## config.mk

```make
export PLATFORM = sky130hd
export DESIGN_NAME = button_conditioner
export DESIGN_NICKNAME = d
export VERILOG_FILES = /design/src/rtl/button_conditioner.sv
export SDC_FILE = /design/constraint.sdc
export NUM_CORES = 1
export LEC_CHECK = 0
export ABC_AREA = 1
export BUFFER_PORTS_ARGS = -buffer_cell sky130_fd_sc_hd__buf_2
export CAP_MARGIN = 5
export CORE_MARGIN = 2
export CORE_UTILIZATION = 35
export CTS_BUF_LIST = sky130_fd_sc_hd__clkbuf_8
export DETAILED_ROUTE_END_ITERATION = 12
export GPL_TIMING_DRIVEN = 0
export PLACE_DENSITY = 0.51
export SYNTH_ARGS = -nofsm -noshare
export SYNTH_HDL_FRONTEND = slang
export SYNTH_SLANG_ARGS = --single-unit
```

## constraint.sdc

```tcl
create_clock -name clk -period 4.4 [get_ports clk]
set_input_delay 0.88 -clock clk [delete_from_list [all_inputs] [get_ports clk]]
set_output_delay 0.88 -clock clk [all_outputs]
set_load 0.02 [all_outputs]
```

## src/rtl/button_conditioner.sv

```systemverilog
// button_conditioner: sync + debounce of the three raw buttons,
// drop pulse, and auto-repeating left/right move pulses.
//
// Ports:
//   clk, rst          - clock, synchronous active-high reset
//   btn_*_raw         - raw async active-high buttons
//   drop_piece        - one-cycle pulse per accepted drop press
//   move_right/left   - one-cycle pulse on press and on each repeat
//   btn_state         - debounced levels {left, right, drop}
module button_conditioner #(
  parameter int DEBOUNCE_CYCLES = 250000,
  parameter int REPEAT_DELAY    = 10000000,
  parameter int REPEAT_PERIOD   = 3750000
) (
  input  logic       clk,
  input  logic       rst,
  input  logic       btn_drop_raw,
  input  logic       btn_right_raw,
  input  logic       btn_left_raw,
  output logic       drop_piece,
  output logic       move_right,
  output logic       move_left,
  output logic [2:0] btn_state
);

  localparam int DW = $clog2(DEBOUNCE_CYCLES + 1);
  localparam int RMAX = (REPEAT_DELAY > REPEAT_PERIOD)
                      ? REPEAT_DELAY : REPEAT_PERIOD;
  localparam int RW = $clog2(RMAX + 1);

  localparam logic [DW-1:0] D_LAST = DW'(DEBOUNCE_CYCLES - 1);
  localparam logic [DW-1:0] D_ONE  = DW'(1);
  localparam logic [RW-1:0] DLY_LD = RW'(REPEAT_DELAY - 1);
  localparam logic [RW-1:0] PER_LD = RW'(REPEAT_PERIOD - 1);
  localparam logic [RW-1:0] R_ONE  = RW'(1);

  typedef enum logic [1:0] {
    IDLE   = 2'd0,
    DELAY  = 2'd1,
    REPEAT = 2'd2
  } mv_state_t;

  // Bit order everywhere: [2]=left, [1]=right, [0]=drop
  logic [2:0]    raw;
  logic [2:0]    s1;
  logic [2:0]    s2;
  logic [2:0]    db;
  logic [2:0]    db_nx;
  logic [2:0]    tgl;
  logic [2:0]    rise;
  logic [DW-1:0] dcnt [3];

  // Move FSMs: index 0 = right, 1 = left
  mv_state_t     st    [2];
  mv_state_t     st_nx [2];
  logic [RW-1:0] rc    [2];
  logic [RW-1:0] rc_nx [2];
  logic [1:0]    fire;
  logic [1:0]    mv_nx;
  logic [1:0]    mv;
  logic          drop_q;

  assign raw = {btn_left_raw, btn_right_raw, btn_drop_raw};

  always_ff @(posedge clk) begin
    if (rst) begin
      s1 <= '0;
      s2 <= '0;
    end else begin
      s1 <= raw;
      s2 <= s1;
    end
  end

  // A toggle is decided this cycle, so pulses can be
  // registered in the same edge that db changes.
  always_comb begin
    for (int i = 0; i < 3; i++) begin
      tgl[i]   = (s2[i] != db[i]) && (dcnt[i] == D_LAST);
      db_nx[i] = db[i] ^ tgl[i];
      rise[i]  = tgl[i] & ~db[i];
    end
  end

  always_ff @(posedge clk) begin
    if (rst) begin
      db <= '0;
      for (int i = 0; i < 3; i++) begin
        dcnt[i] <= '0;
      end
    end else begin
      db <= db_nx;
      for (int i = 0; i < 3; i++) begin
        if ((s2[i] == db[i]) || tgl[i]) begin
          dcnt[i] <= '0;
        end else begin
          dcnt[i] <= dcnt[i] + D_ONE;
        end
      end
    end
  end

  always_ff @(posedge clk) begin
    if (rst) begin
      drop_q <= 1'b0;
    end else begin
      drop_q <= rise[0];
    end
  end

  // Move FSM state register (also holds counters, pulses)
  always_ff @(posedge clk) begin
    if (rst) begin
      mv <= '0;
      for (int j = 0; j < 2; j++) begin
        st[j] <= IDLE;
        rc[j] <= '0;
      end
    end else begin
      mv <= mv_nx;
      for (int j = 0; j < 2; j++) begin
        st[j] <= st_nx[j];
        rc[j] <= rc_nx[j];
      end
    end
  end

  // Move FSM next state; fire marks a scheduled pulse,
  // whether or not it survives the opposite-button gate.
  always_comb begin
    for (int j = 0; j < 2; j++) begin
      st_nx[j] = st[j];
      rc_nx[j] = rc[j];
      fire[j]  = 1'b0;
      unique case (st[j])
        IDLE: begin
          if (rise[j+1]) begin
            st_nx[j] = DELAY;
            rc_nx[j] = DLY_LD;
            fire[j]  = 1'b1;
          end
        end
        DELAY, REPEAT: begin
          if (!db_nx[j+1]) begin
            st_nx[j] = IDLE;
          end else if (rc[j] == '0) begin
            st_nx[j] = REPEAT;
            rc_nx[j] = PER_LD;
            fire[j]  = 1'b1;
          end else begin
            rc_nx[j] = rc[j] - R_ONE;
          end
        end
        default: begin
          st_nx[j] = IDLE;
        end
      endcase
    end
  end

  // Move FSM outputs: a pulse is dropped, not deferred,
  // while the opposite direction is held.
  always_comb begin
    mv_nx[0] = fire[0] & ~db_nx[2];
    mv_nx[1] = fire[1] & ~db_nx[1];
  end

  assign drop_piece = drop_q;
  assign move_right = mv[0];
  assign move_left  = mv[1];
  assign btn_state  = db;

endmodule

```

### After elaboration in Yosys (flattened, before gate mapping)

Memories as Yosys holds them, arrays and structs flattened.
Index checks and enable logic that the tools add are counted.

* add/subtract/negate cells: 5
* eq/ne operators: 13
* multiplexer cells: 55
* bitwise operators: 23
* reduce and logical (&&, ||, !) cells: 12

Operators by type and width (number)
* 24-bit two-way mux: 8
* 18-bit two-way mux: 6
* 24-bit case mux with 2 select lines: 2
* 18-bit by 1-bit adder with 18-bit output, second input constant: 3
* 18-bit equality test, second input constant: 3
* 24-bit zero test: 2
* 24-bit by 1-bit subtractor with 24-bit output, second input constant: 2
* 1-bit two-way mux: 27
* 2-bit two-way mux: 8
* 1-bit bitwise OR: 10
* 2-bit case mux with 2 select lines: 2
* 1-bit AND: 5
* 1-bit inverter: 5
* 2-bit by 1-bit equality test with 1-bit output, second input constant: 2
* 2-bit equality test, second input constant: 2
* 2-bit zero test: 2
* 1-bit case mux with 2 select lines: 2
* 2-bit OR reduction: 2
* 1-bit equality test: 3
* 1-bit logical AND: 3
* 1-bit logical OR: 3
* 1-bit inequality test: 3
* 1-bit bitwise XOR: 3

* register bits: 12
* RAM bits: 106
* bits of input ports: 5
* word-level logic and storage cells: 116
* memories: 3

Memory list
* dcnt: words 3, bits a word 18, rd ports 3, clocked after memory_dff 0, write ports 3, line 51 `logic [DW-1:0] dcnt [3];`
* rc: words 2, bits a word 24, rd ports 2, clocked after memory_dff 0, write ports 2, line 56 `logic [RW-1:0] rc [2];`
* st: words 2, bits a word 2, rd ports 2, clocked after memory_dff 0, write ports 2, line 54 `mv_state_t st [2];`

### Longest topological paths before layout

* depth in word-level cells: 8
* depth in mapped cells: 15
* depth with buffers taken out: 14

### Worst setup path before layout

No wires, ideal clock.

* path kind: input to register
* from: input rst
* to: memory dcnt[1][15] in the netlist's numbering (data pin)
* library setup time: 257 ps
* arrival: 1804 ps
* slack: 2339 ps
* stages: 5
* path buffers: 2
* cells stage by stage: clkbuf_1 -> clkinv_1 -> nand3_1 -> buf_2 -> nor2_1

RTL lines
* start, declared: line 16 `input logic rst,`
* end, declared: line 51

==> flow_metrics.tcl <==
set metrics [dict create \
    status "complete, no violations" \
    postRouteAntennaNets 0 \
    min_period_ps 2420 \
    synth_xor_xnor_area_share_pct 3.32 \
    dp_cells 1408 \
    grt_use_total_pct 16.5 \
    ys_seq_elements 118 \
    drc_errors 0 \
    yosys_warnings 0 \
    grt_pass1_wl_mm 29.5 \
    synth.top_cell.area_share_pct 22.0 \
    grt_remaining_overflow 0 \
    row_count 53 \
    hp-class "flop to flop" \
    hold_buffers 0 \
    critPathKind "input pin to flop" \
    vias 6648 \
    rsz0062_at_grt "no" \
    cts_tree "built" \
    cts_buffer_depth 2 \
    worstSkewPairLatency_ps 450 \
    synth-adder-area-share_pct 1.86 \
    hold_viol_final 0 \
    root_buffer "clkbuf_8" \
    synth_top_area_cell "edfxtp_1" \
    ys_types 40 \
    worst_pin_slew_ps 607 \
    final_cells 1440 \
    die_area_mm2 0.0223 \
    p_int_mw 1.83 \
    start_util_pct 35.4 \
    arrival_ps 2610 \
    ctsHtreeMaxLevel 4 \
    syn_area_mm2 0.00739 \
    dp_hpwl_mm 13.0 \
    antenna_found_initial 0 \
    muxShareOfSynthArea_pct 0 \
    yosys-top-cells-area "edfxtp_1 22%, dfxtp_1 17%, nand2_1 13%" \
    vias_per_cell 4.62 \
    syn_inst 1071 \
    seq_area_frac_synth_pct 39.3 \
    fmax_mhz 413 \
    drt_wl_total_mm 17.5 \
    final_nets 1168 \
    io_buffers 9 \
    endpoint_kind "flop" \
    combinationalPowerShare_pct 18.3 \
    grt_pass1_vias 6115 \
    setup_tns_ps 0 \
    crit_required_ps 4590 \
    crit_chain "clkbuf_1, clkinv_1, nand3_1, buf_2, nor2_1" \
    power_density_mw_per_mm2 319 \
    grt_max_degree 17 \
    io_pins 11 \
    leakage_nw 3.76 \
    die_w_um 149 \
    synth-compound-area-share_pct 4.74 \
    post_cts_buffers 0 \
    pwr-share-clk_pct 35.0 \
    core-area_mm2 0.0209 \
    cp_slowest_cell "nand3_1" \
    slew_headroom_pct 59.5 \
    synthToLayoutAreaGrowth_pct 12.8 \
    start_kind "input pin" \
    fin_crit_sh_pct 55.0 \
    layout_commonest_cell "nand2_1" \
    finalSetupViolations 0 \
    drv_slew 0 \
    path_max_fanout 10 \
    cts.sinks 118 \
    synth_area_per_cell_um2 6.90 \
    synth_top_family_by_area "simple AND/OR/NAND/NOR gates" \
    cts_buffers 17 \
    drt-pass1-iter-count 5 \
    antenna_cells 0 \
    cts_resized 0 \
    cpPeakStageDelay_ps 480 \
    clock-skew-final_ps 9.75 \
    drv_cap 0 \
    drt_iter0_drc 453 \
    synth-simple-area-share_pct 42.3 \
    seqPwrFrac_pct 46.6 \
    gp_congestion 0.886 \
    wl_per_cell_um 12.1 \
    swShare_pct 31.0 \
    reg2reg_slack_ps 2160 \
    die_h_um 149 \
    drive_above_1_share_pct 8.33 \
    peakVddDrop_uv 126 \
    netSwitchingPower_uw 822 \
    clkTransAtPathRegs_ps 70 \
    final_cell_mix "247 x nand2_1, 229 x nor2_1, 119 x inv_1" \
]
through the flow:
step / utilization, % / power, mW / worst slack, ps / hold slack, ps / area [um2]
3_5_place_dp: 38.2 / 1.75 / 1420 / 398 / 7970
2_1_floorplan: - / 1.63 / 2340 / 388 / 7580
4_1_cts: 39.9 / 2.70 / 1910 / 410 / 8330
3_3_place_gp: 38.2 / 1.74 / 1460 / 395 / 7970
5_1_grt: 39.9 / 2.82 / 1850 / 437 / 8330
6_report: 39.9 / 2.65 / 1980 / 409 / 8330
metal layers:
layer | up-vias | share of wire [%] | GRT usage [%]
li1 | 3558 | - | -
met1 | 2975 | 51 | 22.6
met5 | - | 0 | 0
met2 | 97 | 44 | 26.2
met4 | 0 | 1.4 | 5.14
met3 | 18 | 3.2 | 3.55
cells in the mapped netlist, drive strengths merged:
master,count
nor3b,9
inv,123
clkbuf,7
edfxtp,54
a21oi,37
o21bai,2
a21boi,1
nand4,21
xnor2,5
buf,15
dfxtp,64
ha,11
a31oi,2
o21ai,23
nor3,24
or2,4
nor4,8
nor2,248
clkinv,2
xor2,23
conb,1
nand3b,8
o21a,2
nand3,117
nand2,260
logic make-up after synthesis:
family                   after synthesis
buffers and inverters                147
flip-flops                           118
adder cells (fa/ha/maj)               11
AND/OR/NAND/NOR                      699
other                                  1
AO/OA/AOI/OAI                         67
XOR/XNOR                              28
cell type report:
type / count / area (um2)
buffer: 22 / 155
fill: 2245 / 12600
clock inverter: 15 / 121
sequential: 118 / 2900
tap: 275 / 344
inverter: 125 / 469
timing repair buffer: 9 / 45.0
multi-input combinational: 859 / 4060
clock buffer: 17 / 234
registers in the layout, indices dropped and copies added (netlist names), named ones only:
signal and cells:
dcnt 54, st 4, drop_piece 1, mv 2
s1 3, s2 3, rc 48, btn_state 2
power groups by stage:
| stage | Clock (mW) | Combinational (mW) | Sequential, mW |
|---|---|---|---|
| floorplan | 0 | 0.381 | 1.25 |
| global placement | 0 | 0.483 | 1.26 |
| detailed placement | 0 | 0.485 | 1.26 |
| CTS | 0.972 | 0.487 | 1.24 |
| global route | 1.01 | 0.566 | 1.24 |
| finish | 0.929 | 0.487 | 1.24 |
worst max-delay path: cells and delay by family:
kind	cells	cell delay, ps
buf+inv	3	1160
simple gates	2	550
path summary, 6_finish.rpt:
check,start,endpoint,cells past startpoint
worst max-delay path,rst,dcnt[1][15],5
worst min-delay path,s1[0],s2[0],2
worst max register to register,st[0][3],rc[0][43],8
worst min register to register,s1[0],s2[0],2
Power figures use the tool's default switching activity.
